$ cat src/rtl/mc_ctrl_pkg.sv
// Shared encodings for the multicycle MIPS sequencer: instruction fields,
// ALU operation codes, datapath mux selects, FSM states and decoded classes.
package mc_ctrl_pkg;

  // Primary opcodes (IR[31:26])
  localparam logic [5:0] OP_RTYPE = 6'b000000;
  localparam logic [5:0] OP_J     = 6'b000010;
  localparam logic [5:0] OP_JAL   = 6'b000011;
  localparam logic [5:0] OP_BNE   = 6'b000101;
  localparam logic [5:0] OP_XORI  = 6'b001110;
  localparam logic [5:0] OP_LW    = 6'b100011;
  localparam logic [5:0] OP_SW    = 6'b101011;

  // R-type function codes (IR[5:0])
  localparam logic [5:0] FN_NOOP    = 6'b000000;
  localparam logic [5:0] FN_JR      = 6'b001000;
  localparam logic [5:0] FN_SYSCALL = 6'b001100;
  localparam logic [5:0] FN_ADD     = 6'b100000;
  localparam logic [5:0] FN_SUB     = 6'b100010;
  localparam logic [5:0] FN_SLT     = 6'b101010;

  // ALU operation codes
  localparam logic [5:0] ALU_ADD  = 6'b100000;
  localparam logic [5:0] ALU_SUB  = 6'b100010;
  localparam logic [5:0] ALU_SLT  = 6'b101010;
  localparam logic [5:0] ALU_XOR  = 6'b100110;
  localparam logic [5:0] ALU_PASS = 6'b101100;

  // PC source mux
  localparam logic [1:0] PCS_ALU    = 2'b00;
  localparam logic [1:0] PCS_ALUOUT = 2'b01;
  localparam logic [1:0] PCS_JUMP   = 2'b10;
  localparam logic [1:0] PCS_REGA   = 2'b11;

  // ALU B operand mux
  localparam logic [1:0] SRCB_B      = 2'b00;
  localparam logic [1:0] SRCB_FOUR   = 2'b01;
  localparam logic [1:0] SRCB_IMM    = 2'b10;
  localparam logic [1:0] SRCB_IMM_SH = 2'b11;

  typedef enum logic [3:0] {
    S_FETCH, S_DECODE, S_MEM_ADDR, S_MEM_RD, S_MEM_WB, S_MEM_WR,
    S_EXEC_R, S_R_WB, S_EXEC_I, S_I_WB, S_BRANCH, S_JUMP, S_HALT
  } state_t;

  typedef enum logic [3:0] {
    CL_NOOP, CL_LW, CL_SW, CL_ADD, CL_SUB, CL_SLT, CL_XORI,
    CL_BNE, CL_J, CL_JAL, CL_JR, CL_SYSCALL, CL_ILLEGAL
  } iclass_t;

endpackage

$ cat src/rtl/mc_decode.sv
// Combinational instruction classifier: opcode/funct to instruction class,
// with an illegal flag for anything the sequencer does not implement.
module mc_decode
  import mc_ctrl_pkg::*;
(
  input  logic [5:0] i_opcode,
  input  logic [5:0] i_funct,
  output iclass_t    o_class,
  output logic       o_illegal
);

  // Classify opcode, then funct for R-type
  always_comb begin
    o_class = CL_ILLEGAL;
    case (i_opcode)
      OP_RTYPE: begin
        case (i_funct)
          FN_NOOP:    o_class = CL_NOOP;
          FN_ADD:     o_class = CL_ADD;
          FN_SUB:     o_class = CL_SUB;
          FN_SLT:     o_class = CL_SLT;
          FN_JR:      o_class = CL_JR;
          FN_SYSCALL: o_class = CL_SYSCALL;
          default:    o_class = CL_ILLEGAL;
        endcase
      end
      OP_J:    o_class = CL_J;
      OP_JAL:  o_class = CL_JAL;
      OP_BNE:  o_class = CL_BNE;
      OP_XORI: o_class = CL_XORI;
      OP_LW:   o_class = CL_LW;
      OP_SW:   o_class = CL_SW;
      default: o_class = CL_ILLEGAL;
    endcase
  end

  assign o_illegal = (o_class == CL_ILLEGAL);

endmodule

$ cat src/rtl/multicycle_control.sv
// Multicycle sequencer for the MIPS core. Steps the shared datapath through
// fetch/decode/execute/memory/writeback, owns the memory request handshake
// and latches a sticky halt on SYSCALL.
// Optional: define MCCTRL_PERF_EN to build cycle/instruction counters;
// otherwise cycle_count/instr_count are tied to zero.
module multicycle_control
  import mc_ctrl_pkg::*;
#(
  parameter logic [1:0] RESET_PC_SOURCE = 2'b00
) (
  input  logic        clk,
  input  logic        reset_n,
  input  logic [5:0]  opcode,
  input  logic [5:0]  funct,
  input  logic        mem_ready,
  output logic        mem_read,
  output logic        mem_write,
  output logic        iord,
  output logic        ir_write,
  output logic        pc_write,
  output logic        pc_write_cond,
  output logic [1:0]  pc_source,
  output logic        alu_src_a,
  output logic [1:0]  alu_src_b,
  output logic [5:0]  alu_op,
  output logic        reg_write,
  output logic        reg_dst,
  output logic        mem_to_reg,
  output logic        wri_data_sel,
  output logic        halt,
  output logic        illegal,
  output logic [31:0] cycle_count,
  output logic [31:0] instr_count
);

  state_t  r_state;
  state_t  w_next;
  logic    r_is_sw;
  iclass_t w_class;
  logic    w_dec_illegal;

  logic       w_mem_read, w_mem_write, w_iord, w_ir_write, w_pc_write;
  logic       w_pc_write_cond, w_alu_src_a, w_reg_write, w_reg_dst;
  logic       w_mem_to_reg, w_wri_data_sel, w_halt, w_illegal;
  logic [1:0] w_pc_source, w_alu_src_b;
  logic [5:0] w_alu_op;

  mc_decode u_decode (
    .i_opcode  (opcode),
    .i_funct   (funct),
    .o_class   (w_class),
    .o_illegal (w_dec_illegal)
  );

  // State register; LW/SW choice is captured in DECODE so MEM_ADDR need not
  // look at the opcode again
  always_ff @(posedge clk or negedge reset_n) begin
    if (!reset_n) begin
      r_state <= S_FETCH;
      r_is_sw <= 1'b0;
    end else begin
      r_state <= w_next;
      if (r_state == S_DECODE) r_is_sw <= (w_class == CL_SW);
    end
  end

  // Next-state and per-state control decode
  always_comb begin
    w_next          = r_state;
    w_mem_read      = 1'b0;
    w_mem_write     = 1'b0;
    w_iord          = 1'b0;
    w_ir_write      = 1'b0;
    w_pc_write      = 1'b0;
    w_pc_write_cond = 1'b0;
    w_pc_source     = PCS_ALU;
    w_alu_src_a     = 1'b0;
    w_alu_src_b     = SRCB_B;
    w_alu_op        = ALU_PASS;
    w_reg_write     = 1'b0;
    w_reg_dst       = 1'b0;
    w_mem_to_reg    = 1'b0;
    w_wri_data_sel  = 1'b0;
    w_halt          = 1'b0;
    w_illegal       = 1'b0;
    case (r_state)
      S_FETCH: begin
        w_mem_read  = 1'b1;
        w_alu_src_b = SRCB_FOUR;
        w_alu_op    = ALU_ADD;
        if (mem_ready) begin
          w_ir_write = 1'b1;
          w_pc_write = 1'b1;
          w_next     = S_DECODE;
        end
      end
      S_DECODE: begin
        w_alu_src_b = SRCB_IMM_SH;
        w_alu_op    = ALU_ADD;
        w_illegal   = w_dec_illegal;
        case (w_class)
          CL_LW, CL_SW:          w_next = S_MEM_ADDR;
          CL_ADD, CL_SUB, CL_SLT: w_next = S_EXEC_R;
          CL_XORI:               w_next = S_EXEC_I;
          CL_BNE:                w_next = S_BRANCH;
          CL_J, CL_JAL, CL_JR:   w_next = S_JUMP;
          CL_SYSCALL:            w_next = S_HALT;
          default:               w_next = S_FETCH;
        endcase
      end
      S_MEM_ADDR: begin
        w_alu_src_a = 1'b1;
        w_alu_src_b = SRCB_IMM;
        w_alu_op    = ALU_ADD;
        w_next      = r_is_sw ? S_MEM_WR : S_MEM_RD;
      end
      S_MEM_RD: begin
        w_mem_read = 1'b1;
        w_iord     = 1'b1;
        if (mem_ready) w_next = S_MEM_WB;
      end
      S_MEM_WB: begin
        w_reg_write    = 1'b1;
        w_mem_to_reg   = 1'b1;
        w_wri_data_sel = 1'b1;
        w_next         = S_FETCH;
      end
      S_MEM_WR: begin
        w_mem_write = 1'b1;
        w_iord      = 1'b1;
        if (mem_ready) w_next = S_FETCH;
      end
      S_EXEC_R: begin
        w_alu_src_a = 1'b1;
        case (w_class)
          CL_SUB:  w_alu_op = ALU_SUB;
          CL_SLT:  w_alu_op = ALU_SLT;
          default: w_alu_op = ALU_ADD;
        endcase
        w_next = S_R_WB;
      end
      S_R_WB: begin
        w_reg_write    = 1'b1;
        w_reg_dst      = 1'b1;
        w_wri_data_sel = 1'b1;
        w_next         = S_FETCH;
      end
      S_EXEC_I: begin
        w_alu_src_a = 1'b1;
        w_alu_src_b = SRCB_IMM;
        w_alu_op    = ALU_XOR;
        w_next      = S_I_WB;
      end
      S_I_WB: begin
        w_reg_write    = 1'b1;
        w_wri_data_sel = 1'b1;
        w_next         = S_FETCH;
      end
      S_BRANCH: begin
        w_alu_src_a     = 1'b1;
        w_alu_op        = ALU_SUB;
        w_pc_write_cond = 1'b1;
        w_pc_source     = PCS_ALUOUT;
        w_next          = S_FETCH;
      end
      S_JUMP: begin
        w_pc_write = 1'b1;
        case (w_class)
          CL_JR:   w_pc_source = PCS_REGA;
          CL_JAL: begin
            w_pc_source = PCS_JUMP;
            w_reg_write = 1'b1;
          end
          default: w_pc_source = PCS_JUMP;
        endcase
        w_next = S_FETCH;
      end
      S_HALT: begin
        w_halt = 1'b1;
      end
      default: w_next = S_FETCH;
    endcase
  end

  // Reset forces outputs combinationally so an in-flight request drops at once
  assign mem_read      = reset_n & w_mem_read;
  assign mem_write     = reset_n & w_mem_write;
  assign iord          = reset_n & w_iord;
  assign ir_write      = reset_n & w_ir_write;
  assign pc_write      = reset_n & w_pc_write;
  assign pc_write_cond = reset_n & w_pc_write_cond;
  assign pc_source     = reset_n ? w_pc_source : RESET_PC_SOURCE;
  assign alu_src_a     = reset_n & w_alu_src_a;
  assign alu_src_b     = reset_n ? w_alu_src_b : 2'b00;
  assign alu_op        = reset_n ? w_alu_op : 6'b000000;
  assign reg_write     = reset_n & w_reg_write;
  assign reg_dst       = reset_n & w_reg_dst;
  assign mem_to_reg    = reset_n & w_mem_to_reg;
  assign wri_data_sel  = reset_n & w_wri_data_sel;
  assign halt          = reset_n & w_halt;
  assign illegal       = reset_n & w_illegal;

`ifdef MCCTRL_PERF_EN
  logic [31:0] r_cycle_count;
  logic [31:0] r_instr_count;
  logic        w_retire;

  assign w_retire = ((r_state != S_FETCH) && (w_next == S_FETCH)) ||
                    ((r_state != S_HALT)  && (w_next == S_HALT));

  // Performance counters, free-running modulo 2^32
  always_ff @(posedge clk or negedge reset_n) begin
    if (!reset_n) begin
      r_cycle_count <= '0;
      r_instr_count <= '0;
    end else begin
      if (r_state != S_HALT) r_cycle_count <= r_cycle_count + 32'd1;
      if (w_retire)          r_instr_count <= r_instr_count + 32'd1;
    end
  end

  assign cycle_count = r_cycle_count;
  assign instr_count = r_instr_count;
`else
  assign cycle_count = '0;
  assign instr_count = '0;
`endif

endmodule

$ cat config.mk
export PLATFORM = sky130hd
export DESIGN_NAME = multicycle_control
export DESIGN_NICKNAME = d
export VERILOG_FILES = /design/src/rtl/mc_ctrl_pkg.sv /design/src/rtl/mc_decode.sv /design/src/rtl/multicycle_control.sv
export SDC_FILE = /design/constraint.sdc
export NUM_CORES = 1
export LEC_CHECK = 0
export CORE_UTILIZATION = 37
export DETAILED_ROUTE_END_ITERATION = 10
export GPL_ROUTABILITY_DRIVEN = 0
export PLACE_DENSITY_LB_ADDON = 0.1
export SLEW_MARGIN = 15
export SYNTH_ARGS = -nofsm -noshare
export SYNTH_HDL_FRONTEND = slang
export SYNTH_SLANG_ARGS = --single-unit
$ cat constraint.sdc
create_clock -name clk -period 2.6 [get_ports clk]
set_clock_uncertainty 0.2 [all_clocks]
set_input_delay 0.26 -clock clk [delete_from_list [all_inputs] [get_ports clk]]
set_output_delay 0.26 -clock clk [all_outputs]
set_load 0.005 [all_outputs]
# == Yosys cells after proc, flatten, opt, wreduce, memory -nomap -nowiden ==
# Memories as Yosys holds them, arrays and structs flattened.
# Cells that the tools add are included.
# word_totals
register_bits,5
latch_bits,0
ram_bits,0
rom_bits,64
input_bits,15
out_inout_bits,87
wordCells,89
mem_count,1
# mem_list
name,words,width,read_ports,rd_ports_with_merged_regs,write_ports,line,rtl
(name not given),16,4,1,0,0,multicycle_control.sv:101,case (w_class)
# classes
addsub,0
n_mul,0
div_mod_pow,0
magnitude_cmp,0
eq_ne,32
n_shift,0
muxes,30
bitwise,14
n_reduce_logical,10
# op_table
op,count
equality test 4 bit (second input constant),8
case mux 4 bit (8 select lines),1
equality test 6 bit (second input constant),5
case mux 4 bit (7 select lines),1
equality test 4 x 3 -> 1 bit (second input constant),6
case mux 4 bit (6 select lines),1
equality test 6 x 4 -> 1 bit (second input constant),3
case mux 4 bit (4 select lines),1
two-way mux 1 bit,14
AND 1 bit,13
equality test 4 x 2 -> 1 bit (second input constant),3
equality test 6 x 2 -> 1 bit (second input constant),2
zero test 6 bit,2
two-way mux 4 bit,3
case mux 4 bit (2 select lines),1
equality test 6 x 3 -> 1 bit (second input constant),1
two-way mux 6 bit,1
inequality test 2 bit (second input constant),3
case mux 2 bit (3 select lines),1
OR reduction 2 bit,3
OR reduction 3 bit,2
equality test 4 x 1 -> 1 bit (second input constant),1
zero test 4 bit,1
two-way mux 2 bit,2
other kinds (6),7

# == Longest topological paths before layout ==
# depth
ltp_word,7
ltp_mapped,7
depth_no_buf,5

# == Cells and area by module ==
# A second synthesis with hierarchy kept.
# unflattened
cells_unflattened,210
hier_area_um2,1503.9
# modules_own_cells
module,instances,cells_each,area_per_inst_um2,seq_area_each_um2
multicycle_control,1,170,1242.4,125.1
mc_decode,1,40,261.5,0.0

# == Worst setup path after synthesis ==
# Ideal clock, no wire load.
# synth_path
kind,in2out
startpoint,input opcode[3]
endpoint,output alu_op[3]
arrival_ns,1.735
t_required_ns,2.140
slack_ns,0.405
cell_stages,6
n_path_buf,1
path_cell_list,buf_6 > or4_4 > a311oi_4 > a31oi_2 > and4_4 > a31o_1
# synth_between
elab_chain_len,6
word_cells_on_any_way,13
classes_between,eq/ne (8); mux (4); reduce/logical (1)
# synth_rtl
item,line,rtl
"start, declared",multicycle_control.sv:13,"input logic [5:0] opcode,"
equality test 6 bit (tied with other cells),mc_decode.sv:15,case (i_opcode)
case mux 4 bit (7 select lines) *,mc_decode.sv:15,
equality test 4 x 3 -> 1 bit,multicycle_control.sv:135,case (w_class)
case mux 4 bit (2 select lines) *,multicycle_control.sv:135,
case mux 4 bit (4 select lines) *,multicycle_control.sv:86,case (r_state)
two-way mux 6 bit *,multicycle_control.sv:195,assign alu_op = reset_n ? w_alu_op : 6'b000000;
"end, declared",multicycle_control.sv:25,"output logic [5:0] alu_op,"
# Every way passes the cells marked *; elsewhere a longest branch is shown, timed or not.

# == Worst setup path after layout ==
# layout_path
startpoint,input opcode[3]
endpoint,output pc_source[0]
# layout_between
elab_chain_len,6
word_cells_on_any_way,12
classes_between,eq/ne (7); mux (4); reduce/logical (1)
# layout_rtl
item,line,rtl
equality test 6 bit (tied with other cells),mc_decode.sv:15,
case mux 4 bit (7 select lines) *,mc_decode.sv:15,
equality test 4 bit *,multicycle_control.sv:168,case (w_class)
two-way mux 1 bit *,multicycle_control.sv:168,
case mux 2 bit (2 select lines) *,multicycle_control.sv:86,
two-way mux 2 bit *,multicycle_control.sv:192,assign pc_source = reset_n ? w_pc_source : RESET_PC_SOURCE;
"end, declared",multicycle_control.sv:22,"output logic [1:0] pc_source,"
# Marked as above.

==> metrics.cfg <==
[outcome]
outcome = complete, no violations

[floorplanning]
ios = 102
core_sq_mm = 0.00400
die_w_microns = 66.4
start_util_pct = 38.4
num_rows = 23
die_height_microns = 66.4
dieArea_sq_mm = 0.00441

[clock_network]
hold_buffers = 0
clockRootBuffer = clkbuf_8
cts_tree = yes
cts_sinks = 5
clock_path_buffers = 2
clk_latency_ns = 0.22
path_clk_slew_ns = 0.04
cts_made_buffers = 3
cts_max_level = 1

[sta]
setup_viol = 0
hold_violations = 0
min_period_ns = 2.51
slew_viol_final = 0
fmax_mhz = 398
rsz0062_at_grt = no
fin_crit_sh_pct = 96.5

[worst_setup_path]
crit_chain = dlygate4sd2_1 -> or4_4 -> a2111o_1 -> nand4_1 -> nor3_1 -> or2_2 -> clkdlybuf4s15_1
worstSetupPathType = input port to primary output
cpLargestDelayFamily = simple AND/OR/NAND/NOR gates
startpoint_type = input port
crit_arrival_ns = 2.05
cp_max_fo = 3
critPathBufInv = 2
max_stage_delay_ns = 0.51
slowest_stage = or4_4
endpoint_kind = primary output
cp_data_required_time_ns = 2.14

[finish]
nets = 298
utilization_pct = 51.5
fillCellCount = 422
antenna_cells = 0
drive_above_1_share_pct = 26.6
design_area_sq_mm = 0.00206
final_common_cell = conb_1
area_growth_pct = 34.1
final_cell_mix = 66 x conb_1, 42 x buf_4, 19 x clkdlybuf4s50_1

[yosys]
yosys.area.top_type_share_pct = 32.8
synth-edff-count = 0
synthCells = 211
syn_area_sq_mm = 0.00154
async_reset_ff_share_pct = 100
yosys.area.top_type = buf_4
ys_seq_area_share_pct = 8.15
yosysWarnings = 0
ys_ff_latch = 5
synth.distinct_cells = 55
synth_top_flop_cell = dfrtp_1
syn_area_per_cell_sq_um = 7.28
synth_area_leaders = buf_4 33%, dfrtp_1 8.1%, nor3b_1 4.4%

[global_route]
grt_first_pass_wirelength_microns = 5690
antenna_found_initial = 0
grt_overflow = 0
grt_pass1_vias = 1276
grt_max_degree = 19
grt.total_usage_pct = 16.5

[route]
ant_nets = 0
drc = 0
wl_per_cell_microns = 10.2
detailedRoute.firstPassIterationCount = 4
num_vias = 1492
drtIter0Drc = 87
via_per_inst = 4.49
wl_microns = 3390

[power]
vdd_drop_max_v = 0.000152
leakagePower_nw = 0.978
cellPowerDensity_mw_per_mm2 = 260

[hold_path]
min_path_type = input port to asynchronous set/reset pin

[place]
hpwlAfterDp_microns = 2700
dpl-instance-area_sq_mm = 0.00192
port_buffers = 35

[flow_run]
drv_cap = 0

==> report_power, final <==
group,total (mW),leakage (nW),internal (mW),switching (mW)
registers,0.103,0.0658,0.0859,0.0170
clock network,0.143,0.0228,0.105,0.0375
logic,0.290,0.890,0.144,0.146
==> synthesized netlist by cell type (2+ instances only) <==
master	n
a2111o_1	2
a21oi_1	9
a22oi_1	2
and2_1	2
and3_1	2
and4b_1	2
buf_2	2
buf_4	67
clkbuf_1	6
dfrtp_1	5
inv_1	3
nand2_1	14
nand2b_1	4
nand3_1	3
nand3b_1	2
nor2_1	12
nor2b_1	9
nor3_1	8
nor3b_1	9
nor4bb_1	2
o211ai_1	2
o21ai_0	7
o31ai_1	3
or2_2	3
==> timing repair <==
item,in CTS,in global routing
endpoints found under the setup margin,5,6
resized for setup,39,8
buffers inserted,7,0
pin swaps,8,6
==> final timing paths <==
kind | startpoint | to | slack, ns | depth (start not counted)
worst max-delay path | opcode[3] | pc_source[0] | 0.09 | 7
max in group asynchronous | reset_n | r_state[1] | 1.84 | 2
min in group clk | r_is_sw | r_is_sw | 0.30 | 2
worst min-delay path | reset_n | r_state[2] | 0.18 | 2
worst max register to register | r_state[0] | r_state[1] | 0.69 | 5
worst min register to register | r_is_sw | r_is_sw | 0.30 | 2
==> stage by stage <==
step / instances / TNS (ns) / hold WS (ns) / setup slack (ns) / total power [mW]
6_report: 332 / 0 / 0.178 / 0.0902 / 0.536
2_1_floorplan: 276 / 0 / -0.236 / 0.405 / 0.325
3_5_place_dp: 321 / -2.04 / 0.294 / -0.458 / 0.388
4_1_cts: 332 / 0 / 0.179 / 0.00783 / 0.539
5_1_grt: 332 / 0 / 0.190 / 0.00267 / 0.592
3_3_place_gp: 321 / -1.97 / 0.287 / -0.445 / 0.389
==> cells by family after synthesis <==
| logic type | count (synthesis) | synth area share [%] |
|---|---|---|
| multiplexers | 1 | 0.652 |
| other | 1 | 0.244 |
| flip-flops | 5 | 8.15 |
| XOR/XNOR | 1 | 0.571 |
| buffers and inverters | 80 | 36.6 |
| AND/OR/NAND/NOR | 84 | 33.2 |
| AO/OA/AOI/OAI | 39 | 20.6 |
==> layer usage <==
metal / share of wire [%] / vias up / GRT usage (%) / routed length [microns]
met5: 0 / - / 0 / 0
met3: 4.0 / 2 / 0.862 / 137
met2: 54 / 50 / 30.6 / 1830
li1: - / 755 / - / -
met1: 41 / 685 / 19.4 / 1400
met4: 0.68 / 0 / 6.65 / 23
==> cell type report <==
type / instances / area, sq um / share of cell area, %
Timing Repair Buffer: 79 / 659 / 32.0
Inverter: 3 / 11.3 / 0.547
Multi-Input combinational cell: 191 / 1150 / 56.1
Clock buffer: 4 / 45.0 / 2.19
Sequential cell: 5 / 126 / 6.14
Tap cell: 50 / 62.6 / 3.04
==> flip-flops by register name, indices dropped and copies added, names as in the netlist <==
register and count:
r_is_sw 1, r_state 4
(Power assumes the default switching activity.)
